### src/rtl/wave_reader.sv
// wave_reader: phase-accumulator wavetable player. Reads a 16-entry sample
// memory through a registered address and presents samples over valid/ready.
module wave_reader (
    input  logic        clk,
    input  logic        rst,
    input  logic        en,
    input  logic [7:0]  step,
    output logic [3:0]  address,
    input  logic [11:0] sample,
    output logic [11:0] dac_data,
    output logic        dac_valid,
    input  logic        dac_ready,
    output logic        wrap
);

    typedef enum logic [1:0] {
        IDLE,
        SETTLE,
        CAPTURE,
        PRESENT
    } state_t;

    state_t      r_state;
    state_t      w_state_nx;
    logic [11:0] r_phase;
    logic [11:0] w_phase_nx;
    logic [11:0] r_dac_data;
    logic [11:0] w_dac_data_nx;
    logic        r_dac_valid;
    logic        w_dac_valid_nx;
    logic        r_wrap;
    logic        w_wrap_nx;
    logic [12:0] w_sum;

    // Carry out of the accumulator add doubles as the wrap indication.
    assign w_sum = {1'b0, r_phase} + {5'd0, step};

    always_ff @(posedge clk or posedge rst) begin
        if (rst) begin
            r_state     <= IDLE;
            r_phase     <= '0;
            r_dac_data  <= '0;
            r_dac_valid <= 1'b0;
            r_wrap      <= 1'b0;
        end else begin
            r_state     <= w_state_nx;
            r_phase     <= w_phase_nx;
            r_dac_data  <= w_dac_data_nx;
            r_dac_valid <= w_dac_valid_nx;
            r_wrap      <= w_wrap_nx;
        end
    end

    always_comb begin
        w_state_nx     = r_state;
        w_phase_nx     = r_phase;
        w_dac_data_nx  = r_dac_data;
        w_dac_valid_nx = r_dac_valid;
        w_wrap_nx      = 1'b0;
        case (r_state)
            IDLE: begin
                w_phase_nx     = '0;
                w_dac_valid_nx = 1'b0;
                if (en) begin
                    w_state_nx = SETTLE;
                end
            end
            SETTLE: begin
                if (en) begin
                    w_state_nx = CAPTURE;
                end else begin
                    w_state_nx = IDLE;
                    w_phase_nx = '0;
                end
            end
            CAPTURE: begin
                if (en) begin
                    w_dac_data_nx  = sample;
                    w_dac_valid_nx = 1'b1;
                    w_state_nx     = PRESENT;
                end else begin
                    w_dac_valid_nx = 1'b0;
                    w_phase_nx     = '0;
                    w_state_nx     = IDLE;
                end
            end
            PRESENT: begin
                // Everything holds until the downstream handshake completes.
                if (dac_ready) begin
                    w_dac_valid_nx = 1'b0;
                    w_wrap_nx      = w_sum[12];
                    if (en) begin
                        w_phase_nx = w_sum[11:0];
                        w_state_nx = SETTLE;
                    end else begin
                        w_phase_nx = '0;
                        w_state_nx = IDLE;
                    end
                end
            end
            default: begin
                w_state_nx = IDLE;
            end
        endcase
    end

    assign address   = r_phase[11:8];
    assign dac_data  = r_dac_data;
    assign dac_valid = r_dac_valid;
    assign wrap      = r_wrap;

endmodule

### config.mk
export PLATFORM = sky130hd
export DESIGN_NAME = wave_reader
export DESIGN_NICKNAME = d
export VERILOG_FILES = /design/src/rtl/wave_reader.sv
export SDC_FILE = /design/constraint.sdc
export NUM_CORES = 1
export LEC_CHECK = 0
export ABC_AREA = 1
export BUFFER_PORTS_ARGS = -buffer_cell sky130_fd_sc_hd__buf_4
export CORE_MARGIN = 5
export CORE_UTILIZATION = 55
export DETAILED_ROUTE_END_ITERATION = 8
export PLACE_DENSITY = 0.8
export SYNTH_ARGS = -nofsm -noshare
export SYNTH_HDL_FRONTEND = slang
export SYNTH_SLANG_ARGS = --single-unit
### constraint.sdc
create_clock -name clk -period 3.3 [get_ports clk]
set_input_delay 0.165 -clock clk [delete_from_list [all_inputs] [get_ports clk]]
set_output_delay 0.165 -clock clk [all_outputs]
set_load 0.03 [all_outputs]
==> results of run 1 <==
-- layout make-up --
cell class | instances | area (um2)
Fill cell | 253 | 958
Multi-Input combinational cell | 141 | 888
Sequential cell | 28 | 701
Timing Repair Buffer | 41 | 308
Inverter | 25 | 95.1
Tap cell | 44 | 55.1
Clock buffer | 3 | 22.5
-- cells by family after synthesis --
| family | synth area share (%) |
|---|---|
| buffers and inverters | 7.90 |
| AND/OR/NAND/NOR | 22.4 |
| adder cells (fa/ha/maj) | 10.6 |
| flip-flops | 40.6 |
| XOR/XNOR | 1.02 |
| multiplexers | 9.79 |
| AO/OA/AOI/OAI | 7.69 |
-- routing by layer --
layer | GRT usage (%) | part of all wire (%) | up-vias
met5 | 0 | 0 | -
met4 | 5.33 | 1.4 | 0
met3 | 3.23 | 4.4 | 5
met2 | 26.7 | 50 | 30
met1 | 22.1 | 44 | 619
li1 | - | - | 720
-- sequential cells by signal, summed over array words and instances, names as in the netlist --
signal / cells
dac_data: 12
r_phase: 12
dac_valid: 1
r_state: 2
wrap: 1
-- worst reg2reg max path, stage by stage, from the launching register on --
cell     delay, ps
dfrtp_1        400
ha_1           220
fa_1           410
nand3_1        100
nand2_1         80
nand2_1         70
nand2_1         90
nand2_1        100
nand2_1         60
nand3_1         70
nand2_1         50
-- per-stage QoR --
stage | power (mW) | worst slack [ps] | util (%)
global placement | 1.17 | 1630 | 67.6
CTS | 1.32 | 1560 | 68.3
floorplan | 0.962 | 1700 | -
global route | 1.39 | 1410 | 68.3
finish | 1.31 | 1550 | 68.3
detailed placement | 1.18 | 1590 | 67.6
-- power groups by stage --
stage          clock network, mW  logic, mW  registers (mW)
2_1_floorplan                  0      0.302           0.660
3_3_place_gp                   0      0.662           0.503
3_5_place_dp                   0      0.673           0.508
4_1_cts                    0.142      0.676           0.501
5_1_grt                    0.160      0.717           0.516
6_report                   0.137      0.669           0.500
-- worst max path at each step --
| stage | start | endpoint |
|---|---|---|
| finish | r_phase[0] | r_phase[10] |
| global route | r_phase[0] | r_phase[10] |
| CTS | r_phase[0] | r_phase[10] |
| detailed placement | r_phase[0] | r_phase[10] |
| global placement | r_phase[0] | r_phase[10] |
| floorplan | r_phase[0] | r_phase[10] |
-- placed cells by master, fill, tap and decap left out, drive strengths merged, types with 3 or more instances in the layout --
| cell | instances |
|---|---|
| buf | 41 |
| o21ai | 11 |
| nor2 | 15 |
| mux2 | 12 |
| nand3 | 16 |
| dfrtp | 28 |
| nand2 | 56 |
| a21oi | 8 |
| inv | 24 |
| clkbuf | 3 |
| ha | 13 |
==> out/results.txt, run 1 <==
The via count of the first global-routing pass is 1159, and the TritonCTS buffer count is 3. The worst setup path is launched from a flip-flop. Clock tree synthesis found a total of 28 sinks. The path with the worst hold slack has its endpoint at dac_data[8]. Of the total power, the share spent switching nets is 41.0%. For the worst setup path, the data arrival time is 1980 ps. Type of the worst setup path: flip-flop to flip-flop. For the worst slew margin relative to its limit, the log shows 30.4%.

The synthesized netlist contains 26 unique library cells. The detail route stage leaves a number of antenna-violating nets equal to 0. After synthesis the netlist holds a flip-flop and latch count of 28. Walking the worst path, the cells encountered are ha_1 > fa_1 > nand3_1 > nand2_1 > nand2_1 > nand2_1 > nand2_1 > nand2_1 > nand3_1 > nand2_1. The number of flops mapped to enable cells by yosys came out at 0. The clock network fraction of design power is 10.5%, and the first-pass GRT wire length is 5420 um. Setup violations remaining at the end of the flow were counted as 0. The width of the die is 66.0 um. The detailed router placed 1374 vias in this run.

The y dimension of the die came out at 66.0 um. The tools report the starting utilization of the core area as 57.0%. Sorting the synthesized cells by area gives the leading types as dfrtp_1 41%, nand2_1 12%, ha_1 9.4%, mux2_4 7.8%, inv_1 5.0%.

Transition time at the pin with the least slew margin: 1040 ps. Startpoint of the worst register-to-register path: r_phase[0]. TritonCTS built the clock tree.

In this design, the stage delay of the slowest critical-path cell is 410 ps. The endpoint identified for the worst register-to-register timing path is r_phase[10]. The worst min-delay path category was primary input to flip-flop.

The die covers 4360 um2. In this run the cell area measured after placement is 2050 um2. Master cell of the clock root buffer: clkbuf_4. The tightest hold path in the finished design has a slack of 55.8 ps. The worst path in the final design needs a cycle of 1750 ps, including I/O delays and setup. Data on the critical path is required at its endpoint by 3530 ps.

The logs give 2.55 ps for the worst-case clock skew and 2070 um2 for the final instance area. Dividing the detail-routed via count by the number of cells gives 4.87. Setup repair after global routing left no endpoint under its margin. Type of element capturing the critical path: a flip-flop.

Measured in cells, the most critical reg-to-reg path has a length of 10. Clock latency on the worst-skew pair, taken at its later pin, is 320 ps. The maximum level of the CTS H-tree was 1. Slowest stage cell on the critical path: fa_1. The number of placement rows is 20, and the estimated wirelength of the detail-placed design is 2810 um. After clock tree synthesis, the clock-pin slew on the worst setup and hold paths is 140 ps.

The post-synthesis average cell area came out at 8.67 um2. For the number of antenna violations at the first check in global routing, the log shows 0. The worst-case vdd ir drop came out at 0.390 mV. Counting every net in the synthesized netlist gives 237.

Counting both buffers and inverters, the worst setup path holds a total of 0. Of all flip-flops after synthesis, the portion carrying an async set or reset was 100%. Total stage count of the critical path: 10. The maximum operating frequency was 573 MHz; the post-synthesis instance area was 1730 um2.

The share of the yosys chip area belonging to registers was 40.6%; the number of instances in the placed design was 279. During synthesis, Yosys emitted a total of 0 warnings. After layout, the worst path uses 52.9% of the clock period. The quantity of I/O buffers inserted on ports was 41. The commonest cells after synthesis are 55 x nand2_1, 28 x dfrtp_1, 23 x inv_1. For the combinational cell fraction of total power, the log shows 51.2%.

0 antenna diodes ended up in the layout. For the total wire length after detailed routing, the log shows 3520 um. Dominant cell by count in the synthesized netlist: nand2_1.

In this run the power spent charging and discharging nets is 535 uW. The post-CTS setup repair buffer count came out at 0. The placer congestion estimate was 0.835. Global routing finished with a remaining overflow of 0. Across the run, the number of max-cap violations was 0.

The setup check on the worst reg-to-reg path leaves a slack of 1550 ps. For this run, the detailed router's first-pass iteration total came to 4. During I/O placement, the number of pins put on the boundary was 42.

The worst hold path was traced through 2 stages. Dominant register cell in the synthesized netlist: dfrtp_1. Once layout is complete, the cells apart from fillers number 282. The flow ran to the end, and the final reports show no timing, DRC or antenna violations. Post-synthesis cell type with the largest combined area: dfrtp_1. After detailed routing, the average wire length per cell comes to 12.5 um. Pin count of the biggest net entering global routing: 29.

The total number of nets in the final design is 278. For this design, the CTS-stage hold fixing added 0 buffers. The post-cts resize count is 0.

In this run the worst path has a maximum fanout of 4. The cell type with the highest occurrence count on the critical path was nand2_1. In this run the most critical hold path is launched from sample[8]. Cell internal power was estimated by the tool at 771 uW. The post-route netlist has 26.5% of its cells at a drive strength greater than 1. Setup total negative slack on the finished layout was measured at 0 ps. The core region is 3030 um2.

Critical path's top delay family: adder cells. The count of unresolved DRC violations after routing was 0. The cell count after synthesis was 199; the areal power density over the cells was 631 nW/um2.

The top cell type by area accounts for 40.6% of the synthesized area. The static leakage power was 1.14 nW. The count of final hold-check violations was 0; the layout-stage area growth over the synthesis result was 19.9%. For the number of pins with negative max-slew slack in the final report, the log shows 0.

The logs give 38.3% for the proportion of power drawn by flip-flops and latches and 49 for the number of DRC markers in iteration 0. The global-route total usage across every layer is 16.5%. For the deepest clock path buffer count, the log shows 2.
No activity file was read; power rests on OpenSTA's default activity.
==> run 2, diff against run 1 <==
- CORE_UTILIZATION: 55 -> 53
- PLACE_DENSITY: 0.8 -> 0.77
- clock period: 3.3 -> 1.8 ns (I/O delays scaled with it)
==> run 2 against run 1 <==
Worst hold slack improved by 40 ps. Critical endpoint unchanged. Non-clock buffer count rose by 16. Design area rose by 9.2%. Largest power group unchanged. Critical path type unchanged. Register-to-register slack got worse by 1400 ps. Clock-buffer cell count did not move. Clock power rose to 3.1 times the previous value.
==> out/results.txt, run 2 (same netlist as run 1, synthesis figures left out) <==
The routed design has 4040 um of wire. Clock-pin slew was measured on the worst setup and hold paths at 170 ps. Per report_power, the sequential group accounts for 35.2% of the total. The first detailed-routing pass took 4 iterations. The number of cell instances on the worst register-to-register path is 10, and the pin count of the biggest net entering global routing is 29. After clock tree synthesis, the setup repair step added 0 buffers. Leaving out fill and tap cells, the most frequent cells in the layout are 55 x nand2_1, 43 x buf_4, 28 x dfrtp_1, 23 x inv_1, 15 x nand3_1. The clock passes through at most 2 buffers. In this run the clock root is driven by a clkbuf_4. The global-route total usage across every layer came out at 19.1%. The floorplan step set the die height to 67.1 um.

The tightest hold path in the finished design has a slack of 96.0 ps. The total overflow left after global routing is 0. In this run the core area contains 20 standard-cell rows.

The type of element capturing the critical path was a flip-flop. The estimated wirelength of the detail-placed design was 2740 um. The worst slew margin relative to its limit is 75.9%, and the area of the multi-input gates is 893 um2. The run gives 0 as the count of unresolved DRC violations after routing. Between clock sinks in the finished design, the worst skew comes to 10.8 ps.

The part of the cycle the worst path needs is 92.9%, and the count of endpoints failing setup in the final report is 0. Worst min-delay path category: primary input to flip-flop. The run gives 237 as the fill cell instance count of the final layout. The logs give 42 for the I/O pin total and 0 ps for the total negative slack for setup checks. The placement-stage worst setup slack was 72.2 ps; the TritonCTS buffer count was 3. The congestion estimate from routability-driven global placement came to 0.837.

The die covers 4500 um2. The tools report the total number of nets in the final design as 294. The share of post-route cells with drive strength above 1 was 26.7%.

The layout-stage area growth over the synthesis result came out at 31.0%. The combinational cell fraction of total power is 48.6%, and the power after layout is 2.65 mW. For the clock network fraction of design power, the log shows 16.2%.

The worst setup path is launched from a flip-flop. Minimum clock period after layout: 1670 ps. For the pin with the worst max-slew slack, the measured transition is 361 ps. The starting utilization of the core area was 56.1%. Leaving out fill and tap cells, the most frequent cell in the layout is nand2_1. The maximum level of the CTS H-tree was 1. The routed layout has 1480 vias.

In this run the power density over the cells is 1170 nW/um2. For the count of final hold-check violations, the log shows 0. Net switching is 39.7% of the power. For the worst setup path, the data required time is 2060 ps. For the first-pass GRT wire length, the log shows 6430 um.

After detailed routing, the number of vias per cell comes to 4.95. The width of the die was 67.1 um. The run gives 0.799 mV as the worst-case vdd ir drop. The setup path with the least slack is of type flip-flop to flip-flop.

The run gives 0 as the number of pins with negative max-slew slack in the final report. Data arrives at the worst endpoint at 1930 ps. Measured on the finished design, the core utilization comes to 73.4%. 0 antenna diodes ended up in the layout.

The via count of the first global-routing pass is 1371, and the max capacitance violation total is 0. The quantity of I/O buffers inserted on ports came out at 41. Across the whole layout, storage elements account for 701 um2.

The worst hold path depth works out to 3. In this run the static leakage power is 1.22 nW. For the number of antenna violations at the first check in global routing, the log shows 0. TritonCTS built the clock tree.

The detail route stage leaves a number of antenna-violating nets equal to 0. In this run the worst path has a maximum fanout of 4. Net switching power: 1.05 mW.

For the worst-skew pair, the clock arrives at the later sink with an insertion delay of 340 ps. Cell internal power was estimated by the tool at 1.60 mW. The flow ran to the end, and the final reports show no timing, DRC or antenna violations. For the clock sink count, the log shows 28. The maximum operating frequency came out at 598 MHz. The core region is 3080 um2. Number of DRC markers in iteration 0: 83.

Dividing the detail-routed wire length by the instance count gives 13.5 um. The worst path meets setup with 128 ps of slack.
==> run 2: changes by cell type in the layout (fill, tap and decap cells not counted), sizes merged <==
cell / change
buf: +2
dlygate4sd3: +14
bufinv: +1
==> run 2: path summary, 6_finish.rpt <==
path,startpoint,endpoint,slack (ps)
worst max register to register,r_phase[0],r_phase[10],130
worst min register to register,r_phase[6],r_phase[6],520
min in group asynchronous,rst,r_phase[6],350
max in group asynchronous,rst,dac_data[1],1180
worst max-delay path,r_phase[0],r_phase[10],130
worst min-delay path,en,r_state[1],100
==> run 2: timing repair <==
item                       in CTS  in global routing
setup endpoints to repair       0                  2
hold buffers                   13                  1
gates resized for setup         0                  2
hold endpoints to repair       40                  1
==> run 2: metal layers <==
metal	share of wire (%)	wire length [um]	global-route usage, %	up-vias
li1	-	-	-	758
met1	43	1720	24.1	677
met2	52	2100	33.3	41
met3	4.2	169	2.53	4
met4	1.3	51	6.33	0
met5	0	0	0	-
==> run 2: per-stage QoR <==
stage	std cells	instance area, um2
final	299	2260
after global routing	299	2260
after CTS	298	2240
after detailed placement	281	2060
after global placement	281	2060
after floorplan	199	1730
==> run 2: final cells by class <==
class                           count  share of cell area, %
Clock inverter                      1                   1.33
Clock buffer                        3                  0.997
Multi-Input combinational cell    141                   39.5
Tap cell                           44                   2.44
Timing Repair Buffer               57                   20.5
Sequential cell                    28                   31.0
Inverter                           25                   4.21
==> run 2: power groups by stage <==
stage / sequential (mW) / combinational [mW] / clock [mW]
after CTS: 0.923 / 1.28 / 0.432
after global routing: 0.955 / 1.39 / 0.467
after detailed placement: 0.938 / 1.25 / 0
after floorplan: 1.21 / 0.554 / 0
after global placement: 0.927 / 1.23 / 0
final: 0.933 / 1.29 / 0.428
==> run 2: critical path: stages, from the launching register on <==
cell,delay (ps)
dfrtp_1,420
ha_2,200
fa_2,360
nand3_1,110
nand2_1,90
nand2_1,70
nand2_1,90
nand2_1,90
nand2_1,50
nand3_1,60
nand2_1,50
